==> src/rtl/header_loader_if.sv <==
// Bundle between header_loader, the upstream memory manager and the SHA-256d hash core.
// shift_in_enable qualifies data_in for exactly one cycle (no ready); hash_start and hash_done are single-cycle pulses.
interface header_loader_if;
  logic         start_in;
  logic         shift_in_enable;
  logic [31:0]  data_in;
  logic         sol_response;
  logic         hash_busy;
  logic         hash_done;
  logic [255:0] hash_result;
  logic         hash_start;
  logic [255:0] hash_midstate;
  logic [95:0]  hash_tail;
  logic [31:0]  hash_nonce;
  logic         sol_claim;
  logic [31:0]  core_in;
  logic         busy;
  logic         exhausted;
  logic [2:0]   state_dbg;

  modport slave (
    input  start_in, shift_in_enable, data_in, sol_response,
    input  hash_busy, hash_done, hash_result,
    output hash_start, hash_midstate, hash_tail, hash_nonce,
    output sol_claim, core_in, busy, exhausted, state_dbg
  );

  modport master (
    output start_in, shift_in_enable, data_in, sol_response,
    output hash_busy, hash_done, hash_result,
    input  hash_start, hash_midstate, hash_tail, hash_nonce,
    input  sol_claim, core_in, busy, exhausted, state_dbg
  );
endinterface

==> src/rtl/header_loader.sv <==
// Captures a 24-word work block, sweeps its nonce range through the hash core
// and claims the first nonce whose hash is at or below the target.
module header_loader (
  input  logic          clk,
  input  logic          reset,
  header_loader_if.slave bus
);
  localparam int WORDS = 24;

  typedef enum logic [2:0] {
    IDLE      = 3'd0,
    LOAD      = 3'd1,
    ISSUE     = 3'd2,
    WAIT_HASH = 3'd3,
    CHECK     = 3'd4,
    CLAIM     = 3'd5,
    DONE      = 3'd6
  } state_t;

  state_t        state;
  logic          start_q;
  logic [4:0]    count;
  logic [31:0]   blk [WORDS];
  logic [31:0]   nonce;
  logic [255:0]  result;
  logic [31:0]   core_in_q;
  logic          sol_claim_q;
  logic          hash_start_q;
  logic          busy_q;
  logic          exhausted_q;

  logic [255:0]  target;
  logic [31:0]   nonce_start;
  logic [31:0]   nonce_end;

  assign target      = {blk[11], blk[12], blk[13], blk[14],
                        blk[15], blk[16], blk[17], blk[18]};
  assign nonce_start = blk[19];
  assign nonce_end   = blk[20];

  always_ff @(posedge clk) begin
    if (!reset) begin
      state        <= IDLE;
      start_q      <= 1'b0;
      count        <= '0;
      for (int i = 0; i < WORDS; i++) blk[i] <= '0;
      nonce        <= '0;
      result       <= '0;
      core_in_q    <= '0;
      sol_claim_q  <= 1'b0;
      hash_start_q <= 1'b0;
      busy_q       <= 1'b0;
      exhausted_q  <= 1'b0;
    end else begin
      start_q      <= bus.start_in;
      hash_start_q <= 1'b0;
      // A fresh start edge aborts whatever is in flight, including a pending claim.
      if (bus.start_in && !start_q) begin
        count       <= '0;
        exhausted_q <= 1'b0;
        sol_claim_q <= 1'b0;
        core_in_q   <= '0;
        busy_q      <= 1'b1;
        state       <= LOAD;
      end else begin
        case (state)
          LOAD: begin
            if (bus.shift_in_enable) begin
              blk[count] <= bus.data_in;
              count      <= count + 5'd1;
              if (count == 5'(WORDS - 1)) begin
                nonce <= nonce_start;
                state <= ISSUE;
              end
            end
          end
          ISSUE: begin
            if (!bus.hash_busy) begin
              hash_start_q <= 1'b1;
              state        <= WAIT_HASH;
            end
          end
          WAIT_HASH: begin
            if (bus.hash_done) begin
              result <= bus.hash_result;
              state  <= CHECK;
            end
          end
          CHECK: begin
            if (result <= target) begin
              core_in_q   <= nonce;
              sol_claim_q <= 1'b1;
              state       <= CLAIM;
            end else if (nonce == nonce_end) begin
              exhausted_q <= 1'b1;
              state       <= DONE;
            end else begin
              // Wraps through zero when the range is given end-below-start.
              nonce <= nonce + 32'd1;
              state <= ISSUE;
            end
          end
          CLAIM: begin
            if (bus.sol_response) begin
              core_in_q   <= '0;
              sol_claim_q <= 1'b0;
              busy_q      <= 1'b0;
              state       <= IDLE;
            end
          end
          default: ;
        endcase
      end
    end
  end

  assign bus.hash_start    = hash_start_q;
  assign bus.hash_midstate = {blk[0], blk[1], blk[2], blk[3],
                              blk[4], blk[5], blk[6], blk[7]};
  assign bus.hash_tail     = {blk[8], blk[9], blk[10]};
  assign bus.hash_nonce    = nonce;
  assign bus.sol_claim     = sol_claim_q;
  assign bus.core_in       = core_in_q;
  assign bus.busy          = busy_q;
  assign bus.exhausted     = exhausted_q;
  assign bus.state_dbg     = state;
endmodule

==> src/flat_wrapper.sv <==
// flat-port wrapper written by rule: the top's interface ports become plain ports
module header_loader_flat 
  (clk, reset, bus_start_in, bus_shift_in_enable, bus_data_in, bus_sol_response, bus_hash_busy, bus_hash_done, bus_hash_result, bus_hash_start, bus_hash_midstate, bus_hash_tail, bus_hash_nonce, bus_sol_claim, bus_core_in, bus_busy, bus_exhausted, bus_state_dbg);
  header_loader_if bus_i ();
  input  logic clk;
  input  logic reset;
  input wire logic [$bits(bus_i.start_in)-1:0] bus_start_in;
  input wire logic [$bits(bus_i.shift_in_enable)-1:0] bus_shift_in_enable;
  input wire logic [$bits(bus_i.data_in)-1:0] bus_data_in;
  input wire logic [$bits(bus_i.sol_response)-1:0] bus_sol_response;
  input wire logic [$bits(bus_i.hash_busy)-1:0] bus_hash_busy;
  input wire logic [$bits(bus_i.hash_done)-1:0] bus_hash_done;
  input wire logic [$bits(bus_i.hash_result)-1:0] bus_hash_result;
  output wire logic [$bits(bus_i.hash_start)-1:0] bus_hash_start;
  output wire logic [$bits(bus_i.hash_midstate)-1:0] bus_hash_midstate;
  output wire logic [$bits(bus_i.hash_tail)-1:0] bus_hash_tail;
  output wire logic [$bits(bus_i.hash_nonce)-1:0] bus_hash_nonce;
  output wire logic [$bits(bus_i.sol_claim)-1:0] bus_sol_claim;
  output wire logic [$bits(bus_i.core_in)-1:0] bus_core_in;
  output wire logic [$bits(bus_i.busy)-1:0] bus_busy;
  output wire logic [$bits(bus_i.exhausted)-1:0] bus_exhausted;
  output wire logic [$bits(bus_i.state_dbg)-1:0] bus_state_dbg;
  assign bus_i.start_in = bus_start_in;
  assign bus_i.shift_in_enable = bus_shift_in_enable;
  assign bus_i.data_in = bus_data_in;
  assign bus_i.sol_response = bus_sol_response;
  assign bus_i.hash_busy = bus_hash_busy;
  assign bus_i.hash_done = bus_hash_done;
  assign bus_i.hash_result = bus_hash_result;
  assign bus_hash_start = bus_i.hash_start;
  assign bus_hash_midstate = bus_i.hash_midstate;
  assign bus_hash_tail = bus_i.hash_tail;
  assign bus_hash_nonce = bus_i.hash_nonce;
  assign bus_sol_claim = bus_i.sol_claim;
  assign bus_core_in = bus_i.core_in;
  assign bus_busy = bus_i.busy;
  assign bus_exhausted = bus_i.exhausted;
  assign bus_state_dbg = bus_i.state_dbg;
  header_loader u_core (.clk(clk), .reset(reset), .bus(bus_i));
endmodule
==> config.mk <==
export PLATFORM = sky130hd
export DESIGN_NAME = header_loader_flat
export DESIGN_NICKNAME = d
export VERILOG_FILES = /design/src/rtl/header_loader_if.sv /design/src/rtl/header_loader.sv /design/src/flat_wrapper.sv
export SDC_FILE = /design/constraint.sdc
export NUM_CORES = 2
export LEC_CHECK = 0
export ABC_AREA = 1
export BUFFER_PORTS_ARGS = -buffer_cell sky130_fd_sc_hd__buf_2
export CAP_MARGIN = 20
export CORE_MARGIN = 2
export CORE_UTILIZATION = 27
export CTS_CLUSTER_DIAMETER = 80
export DETAILED_ROUTE_END_ITERATION = 12
export PLACE_DENSITY_LB_ADDON = 0.15
export REMOVE_ABC_BUFFERS = 1
export SLEW_MARGIN = 20
export SYNTH_ARGS = -nofsm -noshare
export SYNTH_HDL_FRONTEND = slang
export SYNTH_SLANG_ARGS = --single-unit
==> constraint.sdc <==
create_clock -name clk -period 3 [get_ports clk]
set_input_delay 0 -clock clk [delete_from_list [all_inputs] [get_ports clk]]
set_output_delay 0 -clock clk [all_outputs]
set_load 0.01 [all_outputs]
==> out/results.txt <==
row count - 147
vias in the first global route - 36083
Util after Layout - 38.0%
Synth area leader - edfxtp_1
clock tree root buffer cell - clkbuf_16
Post-DRT Antenna Nets - 0
Top delay family on crit path - buffers and inverters
Synth top area share - 46.2%
global-route wire length before repair - 250000 um
failing checks - negative setup slack
starting density of the core - 27.2%
Area Overhead vs Synth - 39.7%
Ports - 718
GP Congestion - 0.814
Die Span X - 406 um
ys async rst share - 0%
Core Region - 0.161 mm2
crit path time final - 3.13 ns
WL per Instance - 22.0 um
total track usage - 21.1%
Fmax - 319 MHz
number of synthesized register bits - 1005
share of cells above drive strength 1 - 19.5%
worst hold margin - 0.0952 ns
final worst-path cycle share - 104%
# fillers - 16342
clock latency on the worst-skew pair - 0.76 ns
P_leak - 28.2 nW
clock sinks - 1005
CP endpoint kind - flip-flop
Via Count - 36192
CP bufs+invs - 5
Worst-Margin Slew - 1.11 ns
Crit-path slowest cell - dlygate4sd3_1
Final Setup Violations - 27
non-filler cells, final - 8131
post-synthesis sequential area ratio - 61.4%
worst min-delay path class - primary input to flip-flop
Critical Path Max Stage Delay - 0.56 ns
status - finished, violations left
max-cap violation count - 0
TritonCTS Buffers - 116
Main synth FF type - edfxtp_1
initial antenna violation count - 15
DRC viols - 0
final wirelength - 179000 um
Crit path arrival time - 3.71 ns
RSZ-0062 raised after global routing - true
die area - 0.165 mm2
crit path launch type - flip-flop
Final Skew - 0.0681 ns
Yosys warnings - 0
grt total ovfl - 0
Slew Limit Fails - 0
Pwr per Cell Area - 550 mW/mm2
Area contributors post-synth - edfxtp_1 46%, dfxtp_1 15%, nor2_1 12%, ha_1 7.5%, nand2_1 4.0%
Syn Inst Count - 4506
H-tree depth - 3
CTS tree - done
Post-synth EDFFs - 672
Worst EP required - 3.58 ns
Mapped Area - 0.0437 mm2
critical path class - flip-flop to flip-flop
DPL Wire Length - 116000 um
final net count - 6418
TNS Setup - -1.06 ns
syn_area_per_cell - 9.70 um2
clk buf depth - 3
IO Port Bufs - 717
worst setup margin - -0.133 ns
VDD IR max - 0.000493 V
drt first-iter violations - 2401
via/cell ratio - 4.45
clock transition at the registers of the reported paths - 0.06 ns
crit-path cells - inv_1 -> nor3_2 -> inv_1 -> nor3_4 -> bufinv_16 -> buf_4 -> nor2_1 -> nor2_1 -> dlygate4sd3_1
largest net degree at the start of global routing - 124
Hold Violations, Final - 0
slew margin rel. - 25.8%
drt first pass iters - 5
Placement Setup Slack - -0.561 ns
Distinct cells, synth - 44
Inst Count DP - 7268
Die Y - 406 um
Crit Path Max Fanout - 123
## through the flow
step                power, mW  area [um2]
floorplan                16.8       42700
global placement         18.5       50500
detailed placement       18.5       50500
CTS                      33.9       60800
global route             34.7       61000
finish                   33.6       61000
## final timing paths
check                           from                    end  slack [ns]  cells after the start
max reg2reg  u_core.bus.state_dbg[1]     u_core.result[170]       -0.13                      9
min reg2reg    u_core.bus.core_in[0]  u_core.bus.core_in[0]        0.46                      2
min             bus_hash_result[153]     u_core.result[153]         0.1                      4
max          u_core.bus.state_dbg[1]     u_core.result[170]       -0.13                      9
## per-layer routing
metal	track usage (%)	vias up	wire (um)
met5	0	-	37
met4	5.08	6	4490
met3	4.66	222	11000
met2	34.8	963	82800
met1	28.0	17533	80300
li1	-	17468	-
## worst register-to-register path, stage by stage, from the launching register on
cell           delay, ns
dfxtp_1             0.43
inv_1               0.11
nor3_2              0.15
inv_1               0.13
nor3_4              0.20
bufinv_16           0.26
buf_4               0.88
nor2_1              0.19
nor2_1              0.07
dlygate4sd3_1       0.56
## kinds of logic (layout without fill, tap and decap cells)
kind of cell | count (synthesis) | after routing | synth area share (%)
other | 0 | 5 | 0
XOR/XNOR | 36 | 36 | 0.721
buffers and inverters | 658 | 2118 | 5.81
flip-flops | 1005 | 1005 | 61.4
adder cells (fa/ha/maj) | 261 | 261 | 7.47
multiplexers | 3 | 3 | 0.0687
AO/OA/AOI/OAI | 526 | 526 | 6.20
AND/OR/NAND/NOR | 2017 | 2017 | 18.3
## final cells by class
| type | instances | area [um2] | share of cell area, % |
|---|---|---|---|
| inverters | 399 | 1520 | 2.50 |
| multi-input cells | 2843 | 14500 | 23.8 |
| flip-flops and latches | 1005 | 26800 | 44.0 |
| diodes | 5 | 12.5 | 0.0205 |
| clock buffers | 150 | 3170 | 5.20 |
| repair buffers | 1497 | 11500 | 18.8 |
| well taps | 2160 | 2700 | 4.43 |
| clock inverters | 72 | 826 | 1.35 |
## synth_stat cells (13+ instances only)
library cell,number
nor2_1,1348
edfxtp_1,672
nand2_1,469
inv_1,392
dfxtp_1,333
o21ai_0,311
ha_1,261
clkbuf_1,233
a21oi_1,182
nand3_1,88
nor3_1,34
nand4_1,28
xnor2_1,20
xor2_1,16
buf_2,13
## state kept, by name (all words and copies together) (netlist names), 3 cells and up
register and cells:
u_core.bus.core_in 32, u_core.bus.state_dbg 3, u_core.result 256, u_core.bus.hash_nonce 32, u_core.count 5, u_core.blk 672
## layout by cell type (no fill, tap or decap), types with 31 or more instances in the layout
cell and count:
nor2_1 1331, clkbuf_16 120, inv_1 360, ha_1 260, buf_2 716, edfxtp_1 672
a21oi_1 182, buf_4 114, dlygate4sd3_1 631, dfxtp_1 333, o21ai_0 311, inv_2 36
nand2_1 458, nand3_1 87, buf_12 31
## what timing repair did
action                     4_1_cts  5_1_grt
setup buffers                    1        2
hold endpoints to repair       718        0
setup endpoints to repair       69      193
hold buffers                   631        0
pin swaps                        1       11
gates resized for setup          5       37
gates cloned                     0        2
## report_power, final
group | switching [mW] | total, mW | internal [mW]
Combinational | 2.00 | 3.24 | 1.24
Clock | 6.26 | 14.9 | 8.64
Sequential | 0.272 | 15.4 | 15.2
Note: power is estimated with default switching activity, not from simulation.
